$ cat config.mk
export PLATFORM = sky130hd
export DESIGN_NAME = mem_port_arbiter
export DESIGN_NICKNAME = d
export VERILOG_FILES = /design/src/rtl/mem_port_arbiter.sv
export SDC_FILE = /design/constraint.sdc
export NUM_CORES = 1
export LEC_CHECK = 0
export CORE_AREA = 4 4 702 704
export CTS_CLUSTER_DIAMETER = 150
export CTS_CLUSTER_SIZE = 16
export DETAILED_ROUTE_END_ITERATION = 8
export DIE_AREA = 0 0 706 708
export SLEW_MARGIN = 15
export SYNTH_ARGS = -nofsm -noshare
export SYNTH_HDL_FRONTEND = slang
export SYNTH_SLANG_ARGS = --single-unit
$ cat constraint.sdc
create_clock -name clk -period 3.47 [get_ports clk]
set_input_delay 0.347 -clock clk [delete_from_list [all_inputs] [get_ports clk]]
set_output_delay 0.347 -clock clk [all_outputs]
set_load 0.005 [all_outputs]
$ cat src/rtl/mem_port_arbiter.sv
// Round-robin arbiter that moves whole blocks between N requester ports and a beat-wide bus.
// The write path is built only when MEM_PORT_ARBITER_WRITE_EN is defined; otherwise every request is a read.
module mem_port_arbiter #(
  parameter int unsigned N_PORTS        = 2,
  parameter int unsigned BUS_DATA_WIDTH = 64,
  parameter int unsigned BUS_TAG_WIDTH  = 13,
  parameter int unsigned BLOCKSZ        = 512
) (
  input  logic                        clk,
  input  logic                        reset,
  input  logic [N_PORTS-1:0]          port_req,
  input  logic [N_PORTS-1:0]          port_wr,
  input  logic [N_PORTS*64-1:0]       port_addr,
  input  logic [N_PORTS*BLOCKSZ-1:0]  port_wdata,
  output logic [BLOCKSZ-1:0]          port_rdata,
  output logic [N_PORTS-1:0]          port_done,
  output logic                        bus_reqcyc,
  output logic [BUS_DATA_WIDTH-1:0]   bus_req,
  output logic [BUS_TAG_WIDTH-1:0]    bus_reqtag,
  input  logic                        bus_reqack,
  input  logic                        bus_respcyc,
  input  logic [BUS_DATA_WIDTH-1:0]   bus_resp,
  input  logic [BUS_TAG_WIDTH-1:0]    bus_resptag,
  output logic                        bus_respack
);

  localparam int unsigned BEATS     = BLOCKSZ / BUS_DATA_WIDTH;
  localparam int unsigned CNT_W     = (BEATS > 1) ? $clog2(BEATS) : 1;
  localparam int unsigned IDX_W     = (N_PORTS > 1) ? $clog2(N_PORTS) : 1;
  localparam logic [63:0] ADDR_MASK = ~64'(BLOCKSZ / 8 - 1);
  localparam logic [CNT_W-1:0] LAST_BEAT = CNT_W'(BEATS - 1);

  typedef enum logic [2:0] {IDLE, ADDR, WDATA, RDATA, DONE} state_t;

  state_t             state;
  logic [IDX_W-1:0]   rr_ptr;
  logic [IDX_W-1:0]   grant;
  logic [CNT_W-1:0]   beat_cnt;
  logic               gnt_any;
  logic [IDX_W-1:0]   gnt_idx;
  logic [IDX_W-1:0]   cand;
  logic               rw_next;
  logic [63:0]        addr_arr [N_PORTS];

  for (genvar i = 0; i < int'(N_PORTS); i++) begin : g_addr
    assign addr_arr[i] = port_addr[i*64 +: 64];
  end

  // Round-robin pick: lowest offset from rr_ptr with a pending request wins
  always_comb begin
    gnt_any = 1'b0;
    gnt_idx = '0;
    cand    = '0;
    for (int off = int'(N_PORTS) - 1; off >= 0; off--) begin
      cand = IDX_W'((int'(rr_ptr) + off) % int'(N_PORTS));
      if (port_req[cand]) begin
        gnt_any = 1'b1;
        gnt_idx = cand;
      end
    end
  end

  assign bus_respack = (state == RDATA) && bus_respcyc;

`ifdef MEM_PORT_ARBITER_WRITE_EN
  logic                      rw_q;
  logic [BLOCKSZ-1:0]        wdata_q;
  logic [BLOCKSZ-1:0]        wdata_arr [N_PORTS];
  logic [CNT_W-1:0]          wbeat_idx;
  logic [BUS_DATA_WIDTH-1:0] wbeat;
  logic                      unused_inputs;

  for (genvar i = 0; i < int'(N_PORTS); i++) begin : g_wdata
    assign wdata_arr[i] = port_wdata[i*BLOCKSZ +: BLOCKSZ];
  end

  assign rw_next       = ~port_wr[gnt_idx];
  assign unused_inputs = ^bus_resptag;

  // Beat to present next: beat 0 on the address ack, otherwise the one after beat_cnt
  assign wbeat_idx = (state == ADDR) ? '0 : beat_cnt + CNT_W'(1);
  always_comb begin
    wbeat = '0;
    for (int k = 0; k < int'(BEATS); k++) begin
      if (wbeat_idx == CNT_W'(k)) wbeat = wdata_q[k*BUS_DATA_WIDTH +: BUS_DATA_WIDTH];
    end
  end
`else
  logic unused_inputs;
  assign rw_next       = 1'b1;
  assign unused_inputs = ^{port_wr, port_wdata, bus_resptag};
`endif

  always_ff @(posedge clk) begin
    if (reset) begin
      state      <= IDLE;
      rr_ptr     <= '0;
      grant      <= '0;
      beat_cnt   <= '0;
      port_rdata <= '0;
      port_done  <= '0;
      bus_reqcyc <= 1'b0;
      bus_req    <= '0;
      bus_reqtag <= '0;
`ifdef MEM_PORT_ARBITER_WRITE_EN
      rw_q       <= 1'b1;
      wdata_q    <= '0;
`endif
    end else begin
      port_done <= '0;
      case (state)
        IDLE: begin
          if (gnt_any) begin
            grant      <= gnt_idx;
            bus_reqcyc <= 1'b1;
            bus_req    <= BUS_DATA_WIDTH'(addr_arr[gnt_idx] & ADDR_MASK);
            bus_reqtag <= BUS_TAG_WIDTH'({rw_next, 4'h1, 8'(gnt_idx)});
`ifdef MEM_PORT_ARBITER_WRITE_EN
            rw_q       <= rw_next;
            wdata_q    <= wdata_arr[gnt_idx];
`endif
            state      <= ADDR;
          end
        end
        ADDR: begin
          if (bus_reqack) begin
            beat_cnt <= '0;
`ifdef MEM_PORT_ARBITER_WRITE_EN
            if (!rw_q) begin
              bus_req <= wbeat;
              state   <= WDATA;
            end else begin
              bus_reqcyc <= 1'b0;
              bus_req    <= '0;
              state      <= RDATA;
            end
`else
            bus_reqcyc <= 1'b0;
            bus_req    <= '0;
            state      <= RDATA;
`endif
          end
        end
        WDATA: begin
`ifdef MEM_PORT_ARBITER_WRITE_EN
          if (bus_reqack) begin
            if (beat_cnt == LAST_BEAT) begin
              bus_reqcyc <= 1'b0;
              bus_req    <= '0;
              bus_reqtag <= '0;
              port_done  <= N_PORTS'(1) << grant;
              state      <= DONE;
            end else begin
              beat_cnt <= beat_cnt + CNT_W'(1);
              bus_req  <= wbeat;
            end
          end
`else
          state <= IDLE;
`endif
        end
        RDATA: begin
          if (bus_respcyc) begin
            for (int k = 0; k < int'(BEATS); k++) begin
              if (beat_cnt == CNT_W'(k)) port_rdata[k*BUS_DATA_WIDTH +: BUS_DATA_WIDTH] <= bus_resp;
            end
            if (beat_cnt == LAST_BEAT) begin
              bus_reqtag <= '0;
              port_done  <= N_PORTS'(1) << grant;
              state      <= DONE;
            end else begin
              beat_cnt <= beat_cnt + CNT_W'(1);
            end
          end
        end
        DONE: begin
          beat_cnt <= '0;
          rr_ptr   <= (grant == IDX_W'(N_PORTS - 1)) ? '0 : grant + IDX_W'(1);
          state    <= IDLE;
        end
        default: state <= IDLE;
      endcase
    end
  end

endmodule

After elaboration in Yosys (flattened, before gate mapping)
Index checks and enable logic that the tools add are counted.
- register bits: 600
- bits of input ports: 1237
- output and inout bits: 593
- word-level logic and storage cells: 93
- add/subtract/negate cells: 3
- $lt $le $gt $ge: 3
- eq/ne operators: 15
- shift operators: 1
- mux-type cells: 31
- bitwise logic cells: 4
- reductions and logical operators: 20
- operators by type and width (cell ; count):
    2-to-1 mux 64 bit ; 5
    case mux 64 bit (2 select lines) ; 1
    2-to-1 mux 13 bit ; 3
    AND reduction 3 bit ; 9
    case mux 13 bit (2 select lines) ; 1
    2-to-1 mux 3 bit ; 7
    case mux 3 bit (3 select lines) ; 2
    == test 3 bit (second input constant) ; 5
    AND reduction 4 bit ; 3
    2-to-1 mux 1 bit ; 11
    == test 3 x 2 -> 1 bit (second input constant) ; 3
    != test 2 bit (second input constant) ; 4
    == test 3 x 1 -> 1 bit (second input constant) ; 2
    logical NOT 3 bit ; 2
    < comparator 1 x 2 -> 1 bit (second input constant) ; 2
    nonzero test 2 bit ; 2
    OR reduction 4 bit ; 1
    adder 3 x 1 -> 3 bit (second input constant) ; 1
    inverter 1 bit ; 3
    nonzero test 3 bit ; 1
    adder 1 bit (second input constant) ; 2
    >= comparator 2 bit (second input constant) ; 1
    != test 2 x 1 -> 1 bit (second input constant) ; 1
    inverter 1 -> 2 bit ; 1
    other kinds (4) ; 4

Longest topological paths before layout
- depth in word-level cells: 11
- gate-level depth with buffers: 8
- mapped depth without buffers: 6

Worst setup path before layout
OpenSTA, ideal clock, no wires.
- path type: register to register
- start point: register beat_cnt[0] (netlist name)
- end point: register bus_req[43]
- library setup time: 0.070 ns
- arrival: 1.623 ns
- required time: 3.400 ns
- setup slack: 1.777 ns
- stages on the path, launching flop included: 9
- path buffers: 2
- period minus slack after synthesis: 1.693 ns
- cell sequence: dfxtp_1 -> ha_1 -> ha_1 -> nand3_1 -> nand3_1 -> a21oi_2 -> buf_2 -> buf_2 -> o2bb2ai_1
- RTL lines (what ; line ; text):
    end signal, assigned ; 116 ; bus_req <= BUS_DATA_WIDTH'(addr_arr[gnt_idx] & ADDR_MASK);
    end, declared ; 18 ; output logic [BUS_DATA_WIDTH-1:0] bus_req,

==> results.yml <==
critical_path:
  crit_fanout: 4
  cp_cell_sequence: "clkdlybuf4s50_1"
  crit_type: "register to primary output"
  worstRegToRegCells: 5
  crit_path_start_kind: "register"
  worstSetupEndpointType: "primary output"
  critPathArrivalTime_ns: 2.21
  critical_path.top_delay_family: "flip-flops"
  path_depth: 1
  cp_slowest_cell: "dfxtp_1"
  critPathMaxStageDelay_ns: 0.88
  worst-path-buf-inv: 1
  required_ns: 3.12
detailed_routing:
  route.antenna.remaining_nets: 0
  drc: 0
  first_iter_violations: 1602
  wire_per_inst_microns: 13.15
  drt_pass1_iterations: 8
  avgViaCountPerCell: 2.061
  wl_mm: 127.2
  vias: 19950
pwr:
  ir_drop_mv: 0.3369
  combPwrFrac: 0.075
  clkPwrFrac: 0.404
  p_seq_frac: 0.521
  cellInternalPower_mw: 9.673
  p_per_area_nw_per_um2: 347.5
  power.switching_mw: 3.416
  leakage_nw: 10.25
  swShare: 0.2610
floorplanning:
  die_area_sq_um: 499800
  core_sq_um: 485900
  ios: 1830
  row_count: 256
  die_w_microns: 706
  start_util: 0.04417
  dieHeight_microns: 708
finish:
  fin_cells: 9677
  n_fill_cell: 56810
  drive_above_1_share: 0.04520
  fin_nets: 4441
  syn2layout_area_growth_pct: 75.48
  mostFrequentLayoutCells: "nand2_1 (1,028), clkdlybuf4s50_1 (757), dfxtp_1 (583), a21oi_1 (519)"
  layout_commonest_cell: "nand2_1"
clock_network:
  holdBufCountCts: 0
  postCtsSetupRepairBufs: 0
  cts_sinks: 583
  clockRootBuffer: "clkbuf_16"
  cts_max_level: 2
  clk_path_buf_depth: 3
  insertion_delay_ns: 0.72
  ctsResizeCount: 0
  clk_pin_slew_worst_paths_ns: 0.07
  numCtsBuffers: 46
  cts_tree: "yes"
global_routing:
  grt_pass1_wl_mm: 164.7
  first_global_vias: 18890
  antenna_found_initial: 43
  grt_use_total: 0.04822
  grt-ovfl-total: 0
  grt_max_degree: 150
timing:
  clock_skew_ns: 0.07574
  setup-tns-final_ns: 0
  setup_viol: 0
  hold_violations: 0
  drv_slew: 0
  maxSlewHeadroom: 0.1839
  worstMarginPinSlew_ns: 1.220
  fin_crit_sh: 0.7366
  worst_slack_ns: 0.9142
  fmax_mhz: 391.3
  fin_crit_ns: 2.556
  rsz0062_at_grt: "no"
yosys:
  yosys.area_share.simple: 0.1983
  synth_area_sq_um: 21460
  synth_flop_cell: "dfxtp_1"
  seq_area_frac_synth: 0.5438
  avgSynthCellArea_sq_um: 8.312
  synth_edf_count: 0
  syn_inst: 2582
  synth-adder-area-share: 0.004081
  synth_compound_area_frac: 0.1459
  synth_xor_xnor_area_share: 0
  post_synth_num_cell_types: 38
  yosysWarnings: 0
  ys_ff_latch: 583
  synthArstFlopShare: 0
  synth_top_family_by_area: "simple AND/OR/NAND/NOR gates"
  synthMuxAreaShare: 0.02863
placement:
  dp_cells: 9599
  port-buffer-count: 762
  dpl_worst_slack_ns: 0.5442
  place_congestion: 0.7650
  dp_hpwl_mm: 97.12
run:
  cap_violations: 0
worst_hold_path:
  hold_class: "input pin to register"
  hold_path_depth: 2
status:
  status: "completed"
## cells in the mapped netlist (4+ instances only)
| cell | number | area, sq um |
|---|---|---|
| a21oi_1 | 519 | 2597 |
| buf_2 | 108 | 540.5 |
| buf_4 | 35 | 262.8 |
| buf_6 | 52 | 585.6 |
| clkbuf_1 | 68 | 255.2 |
| dfxtp_1 | 583 | 11670 |
| ha_1 | 7 | 87.58 |
| inv_1 | 5 | 18.77 |
| mux2i_1 | 58 | 580.6 |
| nand2_1 | 1030 | 3866 |
| nand3_1 | 5 | 25.02 |
| nor2_1 | 8 | 30.03 |
| o2bb2ai_1 | 58 | 508.0 |
| or3_1 | 4 | 25.02 |
## state kept, by name (all words and copies together), names as in the netlist
register,flops
beat_cnt,3
port_done,2
state,3
bus_reqtag,2
bus_reqcyc,1
port_rdata,512
rr_ptr,1
grant,1
bus_req,58
## routing by layer
metal  part of all wire  track usage
met1               0.40      0.05750
met2               0.45      0.07588
met3               0.11      0.02125
met4              0.033      0.01822
met5            0.00071            0
## cell families (layout without fill, tap and decap cells)
| family | after synthesis | after routing |
|---|---|---|
| other | 1 | 35 |
| buffers and inverters | 271 | 882 |
| AOI/OAI and AO/OA | 581 | 581 |
| and+or+nand+nor | 1078 | 1078 |
| adders and majority gates | 7 | 7 |
| muxes | 61 | 61 |
| DFF | 583 | 583 |
## metrics by stage
step           power (mW)  hold slack, ns  cell area [sq um]  utilization
3_3_place_gp        7.985          0.4414              36290      0.07469
6_report            13.09          0.1102              37660      0.07750
2_1_floorplan       7.333          0.4409              21520            -
3_5_place_dp        7.987          0.4455              36290      0.07469
5_1_grt             13.68         0.05245              37630      0.07743
4_1_cts             13.43        0.004853              37620      0.07742
## area by class of cell
class / count / area [sq um] / share of cell area
timing repair buffer: 818 / 8300 / 0.2204
antenna: 19 / 47.55 / 0.001263
clock buffer: 51 / 1211 / 0.03216
tap: 6450 / 8070 / 0.2143
inverter: 5 / 18.77 / 0.0004984
clock inverter: 8 / 116.4 / 0.003090
multi-input combinational: 1743 / 8223 / 0.2184
sequential: 583 / 11670 / 0.3099
## power groups by stage
stage	Clock, mW	Combinational (mW)	Sequential, mW
5_1_grt	5.80	1.05	6.83
6_report	5.29	0.979	6.82
3_5_place_dp	0	1.01	6.97
2_1_floorplan	0	0.377	6.96
4_1_cts	5.60	1.02	6.82
3_3_place_gp	0	1.01	6.97
## final timing paths
path	slack, ns	start	end
min	0.11	reset	rr_ptr$_SDFFE_PP0N_
min reg2reg	0.45	port_rdata[63]$_SDFFE_PP0P_	port_rdata[63]$_SDFFE_PP0P_
max reg2reg	0.92	beat_cnt[2]$_SDFFE_PP0P_	port_rdata[329]$_SDFFE_PP0P_
max	0.91	bus_reqtag[8]$_SDFFE_PP0P_	bus_reqtag[12]
Note: power is estimated with default switching activity, not from simulation.
